### src/rtl/param_stream_mux_pkg.sv
// Shared types and constants for the parametrised packet stream multiplexer.
package param_stream_mux_pkg;

    typedef enum logic {
        ST_IDLE,
        ST_LOCKED
    } state_t;

    localparam logic MODE_MANUAL = 1'b0;
    localparam logic MODE_RR     = 1'b1;

endpackage

### src/rtl/param_stream_mux_if.sv
// Stream bundle between the producers/consumer (master side) and the multiplexer (slave side).
interface param_stream_mux_if #(
    parameter int NUM_CH = 4,
    parameter int DATA_W = 8,
    parameter int SEL_W  = $clog2(NUM_CH)
);

    logic                     mode;
    logic [SEL_W-1:0]         sel;
    logic [NUM_CH*DATA_W-1:0] in_data;
    logic [NUM_CH-1:0]        in_valid;
    logic [NUM_CH-1:0]        in_last;
    logic [NUM_CH-1:0]        in_ready;
    logic [DATA_W-1:0]        out_data;
    logic                     out_valid;
    logic                     out_last;
    logic                     out_ready;
    logic [SEL_W-1:0]         grant;
    logic                     busy;

    modport master (
        output mode, sel, in_data, in_valid, in_last, out_ready,
        input  in_ready, out_data, out_valid, out_last, grant, busy
    );

    modport slave (
        input  mode, sel, in_data, in_valid, in_last, out_ready,
        output in_ready, out_data, out_valid, out_last, grant, busy
    );

endinterface

### src/rtl/param_stream_mux_rr_pick.sv
// Combinational round-robin picker: first requesting channel after ptr, wrapping NUM_CH-1 -> 0.
module rr_pick #(
    parameter int NUM_CH = 4,
    parameter int SEL_W  = $clog2(NUM_CH)
) (
    input  logic [NUM_CH-1:0] req,
    input  logic [SEL_W-1:0]  ptr,
    output logic              found,
    output logic [SEL_W-1:0]  idx
);

    int               cand_i;
    logic [SEL_W-1:0] cand;

    // Candidates are visited ptr+1 .. ptr+NUM_CH, so ptr itself has lowest priority.
    always_comb begin
        found  = 1'b0;
        idx    = '0;
        cand_i = 0;
        cand   = '0;
        for (int k = 1; k <= NUM_CH; k++) begin
            cand_i = int'(ptr) + k;
            if (cand_i >= NUM_CH) begin
                cand_i = cand_i - NUM_CH;
            end
            cand = SEL_W'(cand_i);
            if (!found && req[cand]) begin
                found = 1'b1;
                idx   = cand;
            end
        end
    end

endmodule

### src/rtl/param_stream_mux.sv
// N-to-1 packet stream multiplexer with packet locking, manual or round-robin selection
// and a registered output stage sustaining one beat per cycle.
module param_stream_mux
    import param_stream_mux_pkg::*;
#(
    parameter int NUM_CH = 4,
    parameter int DATA_W = 8,
    parameter int SEL_W  = $clog2(NUM_CH)
) (
    input  logic              clk,
    input  logic              rst,
    param_stream_mux_if.slave bus
);

    state_t            state_q, state_d;
    logic [SEL_W-1:0]  grant_q, grant_d;
    logic [SEL_W-1:0]  ptr_q, ptr_d;
    logic [DATA_W-1:0] out_data_q, out_data_d;
    logic              out_valid_q, out_valid_d;
    logic              out_last_q, out_last_d;

    logic [DATA_W-1:0] ch_data [NUM_CH];
    logic [DATA_W-1:0] beat_data;
    logic              beat_valid;
    logic              beat_last;
    logic              can_take;
    logic              accept;
    logic              sel_ok;
    logic              rr_found;
    logic [SEL_W-1:0]  rr_idx;
    logic [NUM_CH-1:0] in_ready_c;

    for (genvar c = 0; c < NUM_CH; c++) begin : g_unpack
        assign ch_data[c] = bus.in_data[c*DATA_W +: DATA_W];
    end

    rr_pick #(
        .NUM_CH (NUM_CH),
        .SEL_W  (SEL_W)
    ) u_rr_pick (
        .req   (bus.in_valid),
        .ptr   (ptr_q),
        .found (rr_found),
        .idx   (rr_idx)
    );

    assign beat_data  = ch_data[grant_q];
    assign beat_valid = bus.in_valid[grant_q];
    assign beat_last  = bus.in_last[grant_q];
    // A new beat fits when the output register is empty or is being drained this cycle.
    assign can_take   = !out_valid_q || bus.out_ready;
    assign accept     = (state_q == ST_LOCKED) && beat_valid && can_take;
    assign sel_ok     = int'(bus.sel) < NUM_CH;

    always_comb begin
        in_ready_c = '0;
        if (state_q == ST_LOCKED) begin
            in_ready_c[grant_q] = can_take;
        end
    end

    always_comb begin
        state_d = state_q;
        grant_d = grant_q;
        ptr_d   = ptr_q;
        case (state_q)
            ST_IDLE: begin
                if (bus.mode == MODE_RR) begin
                    if (rr_found) begin
                        grant_d = rr_idx;
                        ptr_d   = rr_idx;
                        state_d = ST_LOCKED;
                    end
                end else if (sel_ok && bus.in_valid[bus.sel]) begin
                    grant_d = bus.sel;
                    state_d = ST_LOCKED;
                end
            end
            ST_LOCKED: begin
                if (accept && beat_last) begin
                    state_d = ST_IDLE;
                end
            end
            default: state_d = ST_IDLE;
        endcase
    end

    always_comb begin
        out_data_d  = out_data_q;
        out_valid_d = out_valid_q;
        out_last_d  = out_last_q;
        if (accept) begin
            out_data_d  = beat_data;
            out_last_d  = beat_last;
            out_valid_d = 1'b1;
        end else if (out_valid_q && bus.out_ready) begin
            out_valid_d = 1'b0;
        end
    end

    always_ff @(posedge clk or posedge rst) begin
        if (rst) begin
            state_q     <= ST_IDLE;
            grant_q     <= '0;
            ptr_q       <= SEL_W'(NUM_CH - 1);
            out_data_q  <= '0;
            out_valid_q <= 1'b0;
            out_last_q  <= 1'b0;
        end else begin
            state_q     <= state_d;
            grant_q     <= grant_d;
            ptr_q       <= ptr_d;
            out_data_q  <= out_data_d;
            out_valid_q <= out_valid_d;
            out_last_q  <= out_last_d;
        end
    end

    assign bus.in_ready  = in_ready_c;
    assign bus.out_data  = out_data_q;
    assign bus.out_valid = out_valid_q;
    assign bus.out_last  = out_last_q;
    assign bus.grant     = grant_q;
    assign bus.busy      = (state_q == ST_LOCKED);

endmodule

### src/flat_wrapper.sv
// flat-port wrapper written by rule: the top's interface ports become plain ports
module param_stream_mux_flat import param_stream_mux_pkg::*;
#(
    parameter int NUM_CH = 4,
    parameter int DATA_W = 8,
    parameter int SEL_W  = $clog2(NUM_CH)
)
  (clk, rst, bus_mode, bus_sel, bus_in_data, bus_in_valid, bus_in_last, bus_out_ready, bus_in_ready, bus_out_data, bus_out_valid, bus_out_last, bus_grant, bus_busy);
  param_stream_mux_if #(.NUM_CH(NUM_CH), .DATA_W(DATA_W), .SEL_W(SEL_W)) bus_i ();
  input  logic clk;
  input  logic rst;
  input wire logic [$bits(bus_i.mode)-1:0] bus_mode;
  input wire logic [$bits(bus_i.sel)-1:0] bus_sel;
  input wire logic [$bits(bus_i.in_data)-1:0] bus_in_data;
  input wire logic [$bits(bus_i.in_valid)-1:0] bus_in_valid;
  input wire logic [$bits(bus_i.in_last)-1:0] bus_in_last;
  input wire logic [$bits(bus_i.out_ready)-1:0] bus_out_ready;
  output wire logic [$bits(bus_i.in_ready)-1:0] bus_in_ready;
  output wire logic [$bits(bus_i.out_data)-1:0] bus_out_data;
  output wire logic [$bits(bus_i.out_valid)-1:0] bus_out_valid;
  output wire logic [$bits(bus_i.out_last)-1:0] bus_out_last;
  output wire logic [$bits(bus_i.grant)-1:0] bus_grant;
  output wire logic [$bits(bus_i.busy)-1:0] bus_busy;
  assign bus_i.mode = bus_mode;
  assign bus_i.sel = bus_sel;
  assign bus_i.in_data = bus_in_data;
  assign bus_i.in_valid = bus_in_valid;
  assign bus_i.in_last = bus_in_last;
  assign bus_i.out_ready = bus_out_ready;
  assign bus_in_ready = bus_i.in_ready;
  assign bus_out_data = bus_i.out_data;
  assign bus_out_valid = bus_i.out_valid;
  assign bus_out_last = bus_i.out_last;
  assign bus_grant = bus_i.grant;
  assign bus_busy = bus_i.busy;
  param_stream_mux #(.NUM_CH(NUM_CH), .DATA_W(DATA_W), .SEL_W(SEL_W)) u_core (.clk(clk), .rst(rst), .bus(bus_i));
endmodule
### config.mk
export PLATFORM = sky130hd
export DESIGN_NAME = param_stream_mux_flat
export DESIGN_NICKNAME = d
export VERILOG_FILES = /design/src/rtl/param_stream_mux_pkg.sv /design/src/rtl/param_stream_mux_if.sv /design/src/rtl/param_stream_mux_rr_pick.sv /design/src/rtl/param_stream_mux.sv /design/src/flat_wrapper.sv
export SDC_FILE = /design/constraint.sdc
export NUM_CORES = 1
export LEC_CHECK = 0
export CORE_ASPECT_RATIO = 0.6
export CORE_UTILIZATION = 33
export DETAILED_ROUTE_END_ITERATION = 8
export PLACE_DENSITY = 0.81
export SETUP_SLACK_MARGIN = 0.05
export SYNTH_ARGS = -nofsm -noshare
export SYNTH_HDL_FRONTEND = slang
export SYNTH_SLANG_ARGS = --single-unit
### constraint.sdc
create_clock -name clk -period 1.8 [get_ports clk]
set_clock_uncertainty 0.1 [all_clocks]
set_input_delay 0.27 -clock clk [delete_from_list [all_inputs] [get_ports clk]]
set_output_delay 0.27 -clock clk [all_outputs]
set_load 0.005 [all_outputs]
==> results by group <==
Yosys
  – Synth Warn #: 0
  – Post-synth top area cell: dfrtp_1
  – Synth top area share: 31.0%
  – Commonest cells in the netlist: 13 x dfrtp_1, 9 x mux4_1, 8 x mux2_4
  – Number of synthesized flops with an enable pin: 0
  – Synth Instances: 78
  – Ranking of synthesized cells by area: dfrtp_1 31%, mux4_1 23%, mux2_4 11%
  – Async SR Flop Fraction: 100%
  – Avg Cell Area, Syn: ~13 sq um
  – Cell Area, Synth: 1050 sq um
  – Syn Nets: roughly 120
  – Top-count cell post-synth: dfrtp_1
  – Main synth FF type: dfrtp_1
  – Register bit total from synthesis: 15
  – Post-synthesis sequential area ratio: between 30% and 40%
  – Yosys cell types: 29

STA
  – RSZ-0062 raised after global routing: true
  – PnR worst setup slack: 0.0772 ns
  – Slew headroom: 63.5%
  – Final hold violation count: 0
  – Final setup viols: 0
  – Sum Neg Setup Slack: 0 ns
  – Slew Limit Fails: 0
  – Final hold slack: between 0.2 and 0.3 ns
  – F_max: between 500 and 600 MHz
  – Final Cycle Share: 95.7%
  – Tightest Pin Transition: 0.547 ns
  – Final min period: 1.72 ns

CTS
  – Max Buffers Root-to-Sink: 2
  – CTS clk-pin slew, worst paths: 0.06 ns
  – Clock sinks: 15
  – Clk root buf: clkbuf_8
  – CTS tree: yes
  – Latest clock arrival within the worst-skew pair: 0.24 ns
  – H-tree levels: 1
  – Num CTS Buffers: 3

Setup path
  – Slowest cell on the critical path: mux4_2
  – Crit path capture type: flip-flop
  – Critical Path Max Stage Delay: 0.61 ns
  – Critical Path RT: 1.83 ns
  – Top cell family by delay on the critical path: multiplexers
  – Worst Path Buf+Inv: 0
  – Worst Path Arrival: between 1.5 and 2 ns
  – Critical Path Fanout Max: 5
  – CP Launch Type: flip-flop
  – Crit path kind: reg -> reg
  – Crit path cell chain: mux4_2 > nand3_4 > mux2_4

Placement
  – Setup WS pre-CTS: -0.284 ns
  – I/O Buffers: 62
  – DP Wirelength: 2380 um
  – RD Place Congestion: 0.852
  – Post-Place Cells: approximately 190

GRT
  – GRT overflow: 0
  – Largest net degree at the start of global routing: 16
  – First-pass GRT wire length: 4420 um
  – Total GRT Usage: 18.2%
  – Initial antenna violation count: 0
  – Vias in the first global route: about 930

Power and ir drop
  – Max VDD drop: between 0.5 and 0.6 mV
  – Pleak: 0.853 nW
  – Pwr Total: 2.53 mW
  – Pwr/cell area: around 1300 nW/um^2

Route
  – Vias per inst: ~4.9
  – DRC viols: 0
  – Total wire length: ~2900 um
  – Vias: 971
  – Initial DRT Pass Iterations: 4
  – Routed length per placed instance: 14.5 um
  – Final antenna-violating net count: 0
  – Number of DRC markers in iteration 0: 53

Hold path
  – Min-delay worst type: in -> async

Die
  – Die W: 74.9 um
  – I/O pin count: 63
  – Die H: about 46 um
  – Starting density of the core: 35.7%
  – Die area: approximately 3400 sq um
  – Std-Cell Rows: 15
  – Core area: between 2000 and 3000 sq um

Finish
  – Share of layout cells above drive strength 1: around 25%
  – Ant diodes: 0
  – Area Growth Syn to Fin: 79.8%
  – Final nets: 203
  – Finished Layout Cells: 198

Outcome
  – Outcome: complete, no violations

Run
  – Max_cap viols: 0
[worst paths after layout]
path	startpoint	end	slack, ns	cells past startpoint
worst min register to register	u_core.bus.out_last	u_core.bus.out_last	0.39	2
max in group asynchronous	rst	u_core.bus.grant[0]	0.94	2
worst max-delay path	u_core.bus.grant[0]	u_core.bus.out_data[4]	0.08	3
worst min-delay path	rst	u_core.bus.out_data[5]	0.27	2
min in group clk	u_core.bus.out_last	u_core.bus.out_last	0.39	2
worst max register to register	u_core.bus.grant[0]	u_core.bus.out_data[4]	0.08	3
[cells by family (layout without fill, tap and decap cells)]
group | count (synthesis) | count (layout) | share of synthesized area (%)
flip-flops | 15 | 15 | 36.0
buffers and inverters | 6 | 83 | 2.26
multiplexers | 23 | 23 | 42.4
AO/OA/AOI/OAI | 8 | 8 | 6.19
AND/OR/NAND/NOR | 26 | 27 | 13.2
[flip-flops by register name (all words and copies together), names as in the netlist]
signal / flops
u_core.ptr_q: 2
u_core.bus.grant: 2
u_core.bus.out_last: 1
u_core.bus.busy: 1
u_core.bus.out_valid: 1
u_core.bus.out_data: 8
[metal layers]
layer  track usage, %  part of all wire [%]
met1             24.4                    46
met2             31.0                    48
met3             3.32                   4.7
met4             4.53                  0.76
met5                0                     0
[cell type report]
| class | count | area (sq um) |
|---|---|---|
| sequential | 15 | 380 |
| inverter | 3 | 11.3 |
| timing repair buffer | 76 | 724 |
| clock buffer | 3 | 41.3 |
| tap | 42 | 52.6 |
| fill | 236 | 1060 |
| multi-input combinational | 58 | 674 |
| clock inverter | 1 | 5.00 |
[worst reg2reg max path: stages, from the launching register on]
cell and delay (ns):
dfrtp_2 0.43, mux4_2 0.61, nand3_4 0.16, mux2_4 0.31
[placed cells by master (no fill, tap or decap)]
cell type	count
a21oi_1	1
nand3_4	2
a41o_1	1
nand2b_1	4
or2_1	1
mux2i_1	1
mux2_4	8
mux4_2	2
dfrtp_1	11
inv_1	3
nand4_1	1
mux2_2	2
mux4_1	9
clkinv_2	1
nand3_1	1
a311oi_1	1
and3_1	1
a21oi_2	1
dfstp_2	2
nand2_1	6
o21ai_0	1
a21bo_2	1
clkbuf_8	3
clkdlybuf4s15_1	2
nand2b_4	1
dlygate4sd2_1	5
nor3b_1	1
o311a_1	1
a21o_1	1
nor3_1	2
mux2_1	1
dfrtp_2	2
nor2_1	7
clkdlybuf4s50_1	53
dlymetal6s2s_1	2
buf_4	14
[where the power goes]
part | switching (mW) | internal (mW) | leakage, nW
Clock | 0.110 | 0.153 | 0.0255
Sequential | 0.165 | 0.538 | 0.171
Combinational | 0.526 | 1.03 | 0.656
[metrics by stage]
step | instance area [sq um] | utilization [%]
after floorplan | 1050 | -
after global placement | 1810 | 61.4
after detailed placement | 1810 | 61.4
after CTS | 1870 | 63.4
after global routing | 1890 | 64.1
final | 1890 | 64.1
[repair_timing]
item	CTS	global route
gates cloned	1	0
endpoints found under the setup margin	15	14
buffers inserted	0	1
resized for setup	11	5
pin swaps	3	3
hold buffers	0	0
No activity file was read; power rests on OpenSTA's default activity.
